**config.mk**
```make
export PLATFORM = sky130hd
export DESIGN_NAME = top_res_tbl_cmd_sched
export DESIGN_NICKNAME = d
export VERILOG_FILES = /design/src/rtl/top_res_tbl_cmd_sched.sv
export SDC_FILE = /design/constraint.sdc
export NUM_CORES = 1
export LEC_CHECK = 0
export CORE_MARGIN = 1.5
export CORE_UTILIZATION = 30
export DETAILED_ROUTE_END_ITERATION = 8
export PLACE_DENSITY_LB_ADDON = 0.2
export RECOVER_POWER = 100
export SYNTH_ARGS = -nofsm -noshare
export SYNTH_HDL_FRONTEND = slang
export SYNTH_SLANG_ARGS = --single-unit
```
**constraint.sdc**
```tcl
create_clock -name clk -period 4 [get_ports clk]
set_clock_uncertainty 0.2 [all_clocks]
set_input_delay 0.8 -clock clk [delete_from_list [all_inputs] [get_ports clk]]
set_output_delay 0.8 -clock clk [all_outputs]
set_load 0.02 [all_outputs]
```
**src/rtl/top_res_tbl_cmd_sched.sv**
```systemverilog
// ----------------------------------------------------------------------------
// top_res_tbl_cmd_sched
//
// Arbitrates alloc and dealloc commands toward the resource table top. It
// issues at most one command per cycle and keeps one "busy" flag per resource
// table group, so a group never has two commands in flight at once.
//
// Dealloc commands are queued in order in a small FIFO. A single alloc can be
// outstanding at a time. Dealloc normally wins arbitration. An eligible alloc
// that keeps losing gains priority once it has lost STARVE_LIMIT cycles.
//
// Ports
//   clk, rst_n                      clock, asynchronous active-low reset
//   alloc_valid_i / alloc_ready_o   alloc handshake (ready is combinational)
//   alloc_cu_id_i, alloc_wg_id_i    alloc target, held until alloc done
//   dealloc_valid_i / dealloc_ready_o  dealloc handshake into the FIFO
//   dealloc_cu_id_i, dealloc_wg_id_i   dealloc target
//   wg_alloc_valid_o                one-cycle alloc issue pulse
//   wg_dealloc_valid_o              one-cycle dealloc issue pulse
//   dealloc_cu_id_o/_wg_id_o        dealloc target, qualified by the pulse
//   grt_wg_*_done_i, grt_wg_*_cu_id_i  completion reports per command type
//   group_busy_o                    per-group outstanding-command flags
//   fifo_count_o                    dealloc FIFO occupancy
//   err_o                           sticky protocol error
// ----------------------------------------------------------------------------
`ifndef CU_ID_WIDTH
`define CU_ID_WIDTH 6
`endif
`ifndef WG_ID_WIDTH
`define WG_ID_WIDTH 15
`endif
`ifndef NUMBER_RES_TABLE
`define NUMBER_RES_TABLE 4
`endif
`ifndef RES_TABLE_ADDR_WIDTH
`define RES_TABLE_ADDR_WIDTH 2
`endif

module top_res_tbl_cmd_sched #(
    parameter int DEALLOC_FIFO_DEPTH = 4,
    parameter int STARVE_LIMIT       = 4
) (
    input  logic                                    clk,
    input  logic                                    rst_n,
    input  logic                                    alloc_valid_i,
    output logic                                    alloc_ready_o,
    input  logic [`CU_ID_WIDTH-1:0]                 alloc_cu_id_i,
    input  logic [`WG_ID_WIDTH-1:0]                 alloc_wg_id_i,
    input  logic                                    dealloc_valid_i,
    output logic                                    dealloc_ready_o,
    input  logic [`CU_ID_WIDTH-1:0]                 dealloc_cu_id_i,
    input  logic [`WG_ID_WIDTH-1:0]                 dealloc_wg_id_i,
    output logic                                    wg_alloc_valid_o,
    output logic                                    wg_dealloc_valid_o,
    output logic [`CU_ID_WIDTH-1:0]                 dealloc_cu_id_o,
    output logic [`WG_ID_WIDTH-1:0]                 dealloc_wg_id_o,
    input  logic                                    grt_wg_alloc_done_i,
    input  logic [`CU_ID_WIDTH-1:0]                 grt_wg_alloc_cu_id_i,
    input  logic                                    grt_wg_dealloc_done_i,
    input  logic [`CU_ID_WIDTH-1:0]                 grt_wg_dealloc_cu_id_i,
    output logic [`NUMBER_RES_TABLE-1:0]            group_busy_o,
    output logic [$clog2(DEALLOC_FIFO_DEPTH):0]     fifo_count_o,
    output logic                                    err_o
);
    localparam int CU_W  = `CU_ID_WIDTH;
    localparam int WG_W  = `WG_ID_WIDTH;
    localparam int NGRP  = `NUMBER_RES_TABLE;
    localparam int GRP_W = `RES_TABLE_ADDR_WIDTH;
    localparam int PTR_W = $clog2(DEALLOC_FIFO_DEPTH);
    localparam int CNT_W = PTR_W + 1;
    localparam int STV_W = $clog2(STARVE_LIMIT + 1);

    // Dealloc FIFO storage. It has no reset because only entries between the
    // pointers are ever read. The head is read combinationally, so eligibility
    // can be decided in the same cycle.
    logic [CU_W-1:0] fifo_cu_mem [DEALLOC_FIFO_DEPTH];
    logic [WG_W-1:0] fifo_wg_mem [DEALLOC_FIFO_DEPTH];

    logic [PTR_W-1:0] wr_ptr_reg, wr_ptr_next;
    logic [PTR_W-1:0] rd_ptr_reg, rd_ptr_next;
    logic [CNT_W-1:0] count_reg, count_next;
    logic [NGRP-1:0]  group_busy_reg, group_busy_next;
    logic             alloc_pending_reg, alloc_pending_next;
    logic [STV_W-1:0] starve_reg, starve_next;
    logic             err_reg, err_next;
    logic             wg_alloc_valid_reg, wg_dealloc_valid_reg;
    logic [CU_W-1:0]  dealloc_cu_id_reg;
    logic [WG_W-1:0]  dealloc_wg_id_reg;

    // The group of a CU is the top bits of its id.
    logic [CU_W-1:0]  head_cu;
    logic [WG_W-1:0]  head_wg;
    logic [GRP_W-1:0] alloc_grp, head_grp, ad_grp, dd_grp;

    assign head_cu   = fifo_cu_mem[rd_ptr_reg];
    assign head_wg   = fifo_wg_mem[rd_ptr_reg];
    assign alloc_grp = alloc_cu_id_i[CU_W-1 -: GRP_W];
    assign head_grp  = head_cu[CU_W-1 -: GRP_W];
    assign ad_grp    = grt_wg_alloc_cu_id_i[CU_W-1 -: GRP_W];
    assign dd_grp    = grt_wg_dealloc_cu_id_i[CU_W-1 -: GRP_W];

    logic fifo_full, fifo_empty, push, pop;
    logic alloc_elig, dealloc_elig, sel_alloc, sel_dealloc;
    logic alloc_done_hit, dealloc_done_hit;
    logic [NGRP-1:0] busy_set, busy_clr;

    assign fifo_full  = (count_reg == CNT_W'(DEALLOC_FIFO_DEPTH));
    assign fifo_empty = (count_reg == '0);

    // Eligibility looks only at the registered busy flags. A group that is
    // being released this cycle can therefore be picked next cycle at the
    // earliest.
    assign alloc_elig   = alloc_valid_i && !alloc_pending_reg && !group_busy_reg[alloc_grp];
    assign dealloc_elig = !fifo_empty && !group_busy_reg[head_grp];
    assign sel_alloc    = alloc_elig && (!dealloc_elig || starve_reg == STV_W'(STARVE_LIMIT));
    assign sel_dealloc  = dealloc_elig && !sel_alloc;

    assign push = dealloc_valid_i && !fifo_full;
    assign pop  = sel_dealloc;

    // A completion counts only if it matches something outstanding. An
    // unmatched completion changes nothing except the error flag.
    assign alloc_done_hit   = grt_wg_alloc_done_i && alloc_pending_reg && group_busy_reg[ad_grp];
    assign dealloc_done_hit = grt_wg_dealloc_done_i && group_busy_reg[dd_grp];

    for (genvar gi = 0; gi < NGRP; gi++) begin : g_busy
        assign busy_set[gi] = (sel_alloc && alloc_grp == GRP_W'(gi)) ||
                              (sel_dealloc && head_grp == GRP_W'(gi));
        assign busy_clr[gi] = (alloc_done_hit && ad_grp == GRP_W'(gi)) ||
                              (dealloc_done_hit && dd_grp == GRP_W'(gi));
    end

    always_comb begin
        wr_ptr_next        = push ? wr_ptr_reg + 1'b1 : wr_ptr_reg;
        rd_ptr_next        = pop ? rd_ptr_reg + 1'b1 : rd_ptr_reg;
        count_next         = count_reg;
        if (push && !pop) count_next = count_reg + 1'b1;
        if (pop && !push) count_next = count_reg - 1'b1;
        // Selection requires a clear bit and a done requires a set bit, so
        // the set and clear terms never refer to the same group.
        group_busy_next    = (group_busy_reg & ~busy_clr) | busy_set;
        alloc_pending_next = alloc_pending_reg;
        if (alloc_done_hit) alloc_pending_next = 1'b0;
        if (sel_alloc)      alloc_pending_next = 1'b1;
        starve_next        = starve_reg;
        if (!alloc_valid_i || sel_alloc)
            starve_next = '0;
        else if (alloc_elig && starve_reg != STV_W'(STARVE_LIMIT))
            starve_next = starve_reg + 1'b1;
        err_next = err_reg ||
                   (grt_wg_alloc_done_i && !alloc_done_hit) ||
                   (grt_wg_dealloc_done_i && !dealloc_done_hit);
    end

    always_ff @(posedge clk) begin
        if (push) begin
            fifo_cu_mem[wr_ptr_reg] <= dealloc_cu_id_i;
            fifo_wg_mem[wr_ptr_reg] <= dealloc_wg_id_i;
        end
    end

    always_ff @(posedge clk or negedge rst_n) begin
        if (!rst_n) begin
            wr_ptr_reg           <= '0;
            rd_ptr_reg           <= '0;
            count_reg            <= '0;
            group_busy_reg       <= '0;
            alloc_pending_reg    <= 1'b0;
            starve_reg           <= '0;
            err_reg              <= 1'b0;
            wg_alloc_valid_reg   <= 1'b0;
            wg_dealloc_valid_reg <= 1'b0;
            dealloc_cu_id_reg    <= '0;
            dealloc_wg_id_reg    <= '0;
        end else begin
            wr_ptr_reg           <= wr_ptr_next;
            rd_ptr_reg           <= rd_ptr_next;
            count_reg            <= count_next;
            group_busy_reg       <= group_busy_next;
            alloc_pending_reg    <= alloc_pending_next;
            starve_reg           <= starve_next;
            err_reg              <= err_next;
            wg_alloc_valid_reg   <= sel_alloc;
            wg_dealloc_valid_reg <= sel_dealloc;
            if (sel_dealloc) begin
                dealloc_cu_id_reg <= head_cu;
                dealloc_wg_id_reg <= head_wg;
            end
        end
    end

    assign alloc_ready_o      = sel_alloc;
    assign dealloc_ready_o    = !fifo_full;
    assign wg_alloc_valid_o   = wg_alloc_valid_reg;
    assign wg_dealloc_valid_o = wg_dealloc_valid_reg;
    assign dealloc_cu_id_o    = dealloc_cu_id_reg;
    assign dealloc_wg_id_o    = dealloc_wg_id_reg;
    assign group_busy_o       = group_busy_reg;
    assign fifo_count_o       = count_reg;
    assign err_o              = err_reg;

endmodule

```
=== After elaboration in Yosys (flattened, before gate mapping) ===
Memories as Yosys holds them, arrays and structs flattened. A register that Yosys moved wholly into a read port is not among the register bits.
Cells that the tools add are included.

* Add/sub/neg operators: 5
* Mux-type cells: 16
* $lt $le $gt $ge: 4
* Shifts and indexed selects: 0
* Reductions and logical operators: 63
* $mul: 0
* Eq/ne operators: 15
* Div/mod/pow operators: 0
* Bitwise gates (word level): 3

{| class="wikitable"
|+ Operators by type and width
! cell !! number
|-
| 1-bit logical AND || 30
|-
| 2-bit == test, second input constant || 8
|-
| 1-bit zero test || 13
|-
| 1-bit logical OR || 12
|-
| 2-bit by 3-bit < comparator with 1-bit output, second input constant || 4
|-
| 3-bit 2-to-1 mux || 4
|-
| 1-bit binary-select mux with 2-bit select || 4
|-
| 2-bit by 1-bit == test with 1-bit output, second input constant || 4
|-
| 2-bit zero test || 4
|-
| 1-bit 2-to-1 mux || 8
|-
| 3-bit by 1-bit adder with 3-bit output, second input constant || 2
|-
| 3-bit == test, second input constant || 2
|-
| 2-bit nonzero test || 3
|-
| 2-bit by 1-bit adder with 2-bit output, second input constant || 2
|-
| 4-bit bitwise AND || 1
|-
| 4-bit inverter || 1
|-
| 4-bit bitwise OR || 1
|-
| 3-bit zero test || 1
|-
| 3-bit != test, second input constant || 1
|-
| 3-bit by 1-bit subtractor with 3-bit output, second input constant || 1
|}

* Bits of input ports: 60
* Flip-flop bits (word level): 24
* Output and inout port bits: 33
* Bits in writable memories: 84
* Latch bits: 0
* ROM bits: 0
* Memories: 2
* Word-level logic and storage cells: 118

{| class="wikitable"
|+ Memory list
! memory !! words !! bits a word !! rd ports !! clocked after Yosys merged registers in !! wr ports !! line !! source
|-
| fifo_wg_mem || 4 || 15 || 1 || 1 || 1 || 77 || <nowiki>logic [WG_W-1:0] fifo_wg_mem [DEALLOC_FIFO_DEPTH];</nowiki>
|-
| fifo_cu_mem || 4 || 6 || 1 || 0 || 1 || 76 || <nowiki>logic [CU_W-1:0] fifo_cu_mem [DEALLOC_FIFO_DEPTH];</nowiki>
|}

=== Longest topological paths before layout ===
An unclocked memory read counts as a cell.

* Depth after elaboration: 14
* Gate-level depth with buffers: 13
* Gate-level depth less buffers: 11

=== Worst setup path after synthesis ===
No wires, ideal clock.

* Path type: input to register
* Start point: in alloc_cu_id_i[4]
* End point: reg count_reg[1], in the netlist fifo_count_o[1]
* Stages on the path: 10
* Setup time: 83 ps
* Slack: 796 ps
* Arrival: 2921 ps
* Cell sequence: mux4_2 > nor3b_4 > a21oi_2 > and2_4 > buf_6 > buf_12 > ha_1 > inv_1 > fa_1 > o21ai_0

* Cells in the longest elaborated chain, start to end: 10
* Elaborated cells on any way between the ends: 12
* Classes of those cells: mux: 3; reduce/logical: 9

{| class="wikitable"
|+ Ends and longest elaborated chain
! element !! line !! source
|-
| start: declaration || 47 || <nowiki>input logic [`CU_ID_WIDTH-1:0] alloc_cu_id_i,</nowiki>
|-
| 1-bit binary-select mux with 2-bit select * || 113 || <nowiki>assign alloc_elig = alloc_valid_i && !alloc_pending_reg && !group_busy_reg[alloc_grp];</nowiki>
|-
| 1-bit 2-to-1 mux (not written as such) * || 113 ||
|-
| 1-bit zero test * || 113 ||
|-
| 1-bit logical AND * || 113 ||
|-
| 1-bit logical AND * || 115 || <nowiki>assign sel_alloc = alloc_elig && (!dealloc_elig || starve_reg == STV_W'(STARVE_LIMIT));</nowiki>
|-
| 1-bit zero test * || 116 || <nowiki>assign sel_dealloc = dealloc_elig && !sel_alloc;</nowiki>
|-
| 1-bit logical AND * || 116 ||
|-
| net pop || 102 || <nowiki>logic fifo_full, fifo_empty, push, pop;</nowiki>
|-
| 1-bit zero test || 137 || <nowiki>if (push && !pop) count_next = count_reg + 1'b1;</nowiki>
|-
| 1-bit logical AND || 137 ||
|-
| 2-bit nonzero test (no source line) || n/a ||
|-
| end signal: assignment || 178 || <nowiki>count_reg <= count_next;</nowiki>
|-
| end: declaration || 81 || <nowiki>logic [CNT_W-1:0] count_reg, count_next;</nowiki>
|}

The timed path passes the listed nets; every way through them passes the cells marked *. The select of a mux whose other input is x is not followed.
A chain may end at the register's enable or synchronous reset.

=== Worst setup path in the final report ===
* Start point: in alloc_cu_id_i[4]
* End point: out alloc_ready_o

* Cells in the longest elaborated chain, start to end: 5

{| class="wikitable"
|+ Ends and longest elaborated chain
! element !! line !! source
|-
| 1-bit binary-select mux with 2-bit select || 113 ||
|-
| 1-bit 2-to-1 mux (not written as such) || 113 ||
|-
| 1-bit zero test || 113 ||
|-
| 1-bit logical AND || 113 ||
|-
| 1-bit logical AND || 115 ||
|-
| end: declaration || 46 || <nowiki>output logic alloc_ready_o,</nowiki>
|}

Every way passes these cells. The select of a mux whose other input is x is not followed.

==> metrics.md <==
| Metric | Value |
|---|---|
| Total global routing overflow | `0` |
| Starting Density | `a little under a third` |
| Placed Area | `slightly below 6000 um2` |
| Most common cell in the synthesized netlist | `edfxtp_1` |
| Worst setup EP type | `primary output` |
| Post-synth top flop | `edfxtp_1` |
| Total GRT Usage | `~12%` |
| Largest register by flop count | `fifo_wg_mem` |
| IO Port Bufs | `65` |
| Ratio of cells with drive above 1 in the final layout | `between 10% and 20%` |
| Row cnt | `47` |
| GR Layer Usage met2 | `between 20% and 30%` |
| Via-to-Cell Ratio | `between 4 and 5` |
| Max-slew violations | `40` |
| Top Usage Layer GRT | `met2` |
| Area delta synth->final | `28.5%` |
| Seq cells post-synth | `roughly 120` |
| Largest net degree at the start of global routing | `40` |
| Drt total wl | `approximately 9700 um` |
| Max FFs per register | `60` |
| Htree depth | `4` |
| Critical Path RT | `around 3.0 ns` |
| Post-CTS Setup Inserts | `0` |
| Nets | `around 420` |
| Avg Synthesized Cell Area | `18.9 um2` |
| Crit-path max FO | `5` |
| Netlist cell types | `42` |
| Non-filler cells, final | `between 500 and 600` |
| RD Place Congestion | `0.803` |
| Final instance area | `about 6400 um2` |
| Final Hold Vio Count | `0` |
| Slowest CP cell | `clkdlybuf4s50_1` |
| Ys async rst share | `a little under a third` |
| Clock transition at the registers of the reported paths | `~0.050 ns` |
| Post-synth top area share | `a little over 50%` |
| Vias in the first global route | `~2900` |
| Die width | `132 um` |
| Worst vdd ir | `approximately 0.35 mV` |
| CTS tree | `yes` |
| Initial antenna violation count | `1` |
| Leak | `2.34 nW` |
| Total Die Area | `about 17000 um2` |
| DR pass1 iterations | `6` |
| TNS Setup | `0 ns` |
| Max stage delay on crit path | `~0.56 ns` |
| Post-synthesis cell count | `265` |
| Top post-synthesis cells by area | `edfxtp_1 (50%), dfrtp_1 (19%), mux4_2 (11%), mux2_4 (5.1%), ha_1 (1.7%)` |
| Worst Tran Pin Value | `approximately 2.3 ns` |
| Antenna-violating nets left | `0` |
| Die Ht | `132 um` |
| HP Class | `reg -> reg` |
| RSZ-0062 raised after global routing | `false` |
| EDFF count, synth | `84` |
| Fin worst setup slack | `0.209 ns` |
| Synth cell count leaders | `edfxtp_1 (84), dfrtp_1 (39), mux4_2 (24), mux2_4 (17), inv_1 (16)` |
| Placed cells | `552` |
| Total number of yosys warnings | `0` |
| First-pass GRT wire length | `15900 um` |
| Status | `finished with violations` |
| CP arrival | `2.79 ns` |
| Max Cap Violations | `1` |
| Total CTS buffers | `17` |
| DR vias | `roughly 2600` |
| Pre-CTS setup slack | `-0.0594 ns` |
| Met3 global-route usage | `between 3 and 4%` |
| DR iter-0 viols | `81` |
| Clk sinks | `about 120` |
| Core area | `16500 um2` |
| Max frequency | `between 0.2 and 0.3 GHz` |
| Period utilization | `a little over nine tenths` |
| Cell area power density | `~830 nW/um2` |
| Cell taking the most area after synthesis | `edfxtp_1` |
| Longest Clk Path Bufs | `2` |
| Crit start category | `input pin` |
| Clk_lat worst skew | `0.41 ns` |
| Crit-path cells | `clkdlybuf4s50_1, mux4_2, nor3b_4, a21bo_1, inv_1, dlygate4sd2_1` |
| Synthesized Nets | `333` |
| # setup viols final | `0` |
| Top Ports | `93` |
| Mapped cell area | `5010 um2` |
| Wire per inst | `16.6 um` |
| DRC Markers | `0` |
| Root Driver | `clkbuf_16` |
| Crit path time final | `about 3.8 ns` |
| Sequential fraction of the synthesis area | `between 60 and 70%` |
| Failing checks | `max-capacitance violations, max-slew violations` |
| Worst rel slew slack | `-55.3%` |
| Worst Setup Path Type | `in -> out` |
| Hpwl dp | `around 6000 um` |
| Met1 GRT Util | `15.2%` |
==> where the power goes <==
part	switching (W)	internal, W	total (W)
logic	0.000988	0.000891	0.00188
clock network	0.000526	0.00101	0.00153
registers	0.000198	0.00177	0.00197
==> stage by stage <==
stage / total power (W) / hold slack, ns / util, %
global route: 0.00572 / 0.304 / 39.1
CTS: 0.00582 / 0.291 / 39.7
finish: 0.00538 / 0.276 / 39.1
floorplan: 0.00360 / 0.304 / -
detailed placement: 0.00425 / 0.278 / 36.0
global placement: 0.00423 / 0.266 / 36.0
==> worst paths after layout <==
path | slack, ns | startpoint | endpoint | depth (start not counted)
max | 0.21 | alloc_cu_id_i[4] | alloc_ready_o | 6
min | 0.28 | dealloc_cu_id_o[3] | dealloc_cu_id_o[3] | 1
max reg2reg | 0.82 | rd_ptr_reg[0] | dealloc_cu_id_o[4] | 6
min reg2reg | 0.28 | dealloc_cu_id_o[3] | dealloc_cu_id_o[3] | 1
max in group asynchronous | 1.20 | rst_n | rd_ptr_reg[0] | 1
min in group asynchronous | 0.89 | rst_n | err_o | 1
==> placed cells by master (no fill, tap or decap), drive strengths merged, types with 2 or more instances in the layout <==
cell	count
buf	3
mux4	24
xor2	3
o311ai	3
bufinv	3
dfrtp	39
ha	7
nand2	11
and3	7
dlygate4sd3	55
clkbuf	28
nor2	3
a21oi	2
o221ai	4
o21ai	4
inv	16
clkinvlp	4
clkdlybuf4s50	8
mux2	20
edfxtp	84
clkinv	5
xnor2	5
nand3	5
and2	3
==> logic make-up (layout without fill, tap and decap cells) <==
group	Yosys count	in the layout	share of synthesized area, %
DFF	123	123	69.8
muxes	45	45	16.7
and+or+nand+nor	37	37	4.14
buffers and inverters	24	123	2.75
AOI/OAI and AO/OA	20	20	3.02
adders and majority gates	8	8	2.15
xor gates and xnor gates	8	8	1.40
other	0	1	0
==> layer usage <==
metal	vias up	wire length (um)
met5	-	0
li1	1210	-
met2	63	4890
met4	0	143
met3	12	397
met1	1327	4280
==> final cells by class <==
cell class | count | area, um2
repair buffers | 75 | 693
multi-input cells | 118 | 1310
clock buffers | 20 | 457
flip-flops and latches | 123 | 3500
inverters | 16 | 60.1
diodes | 1 | 2.50
clock inverters | 12 | 146
well taps | 220 | 275
fillers | 1552 | 10000
==> worst max-delay path, delay by kind of cell <==
family                 cells  cell delay, ns
AOI/OAI and AO/OA          1            0.26
buffers and inverters      3            0.97
muxes                      1            0.56
and+or+nand+nor            1            0.20
==> repair_timing <==
item,in CTS,in global routing
resized for setup,1,0
setup endpoints to repair,1,0
hold buffers,0,0
Note: power is estimated with default switching activity, not from simulation.
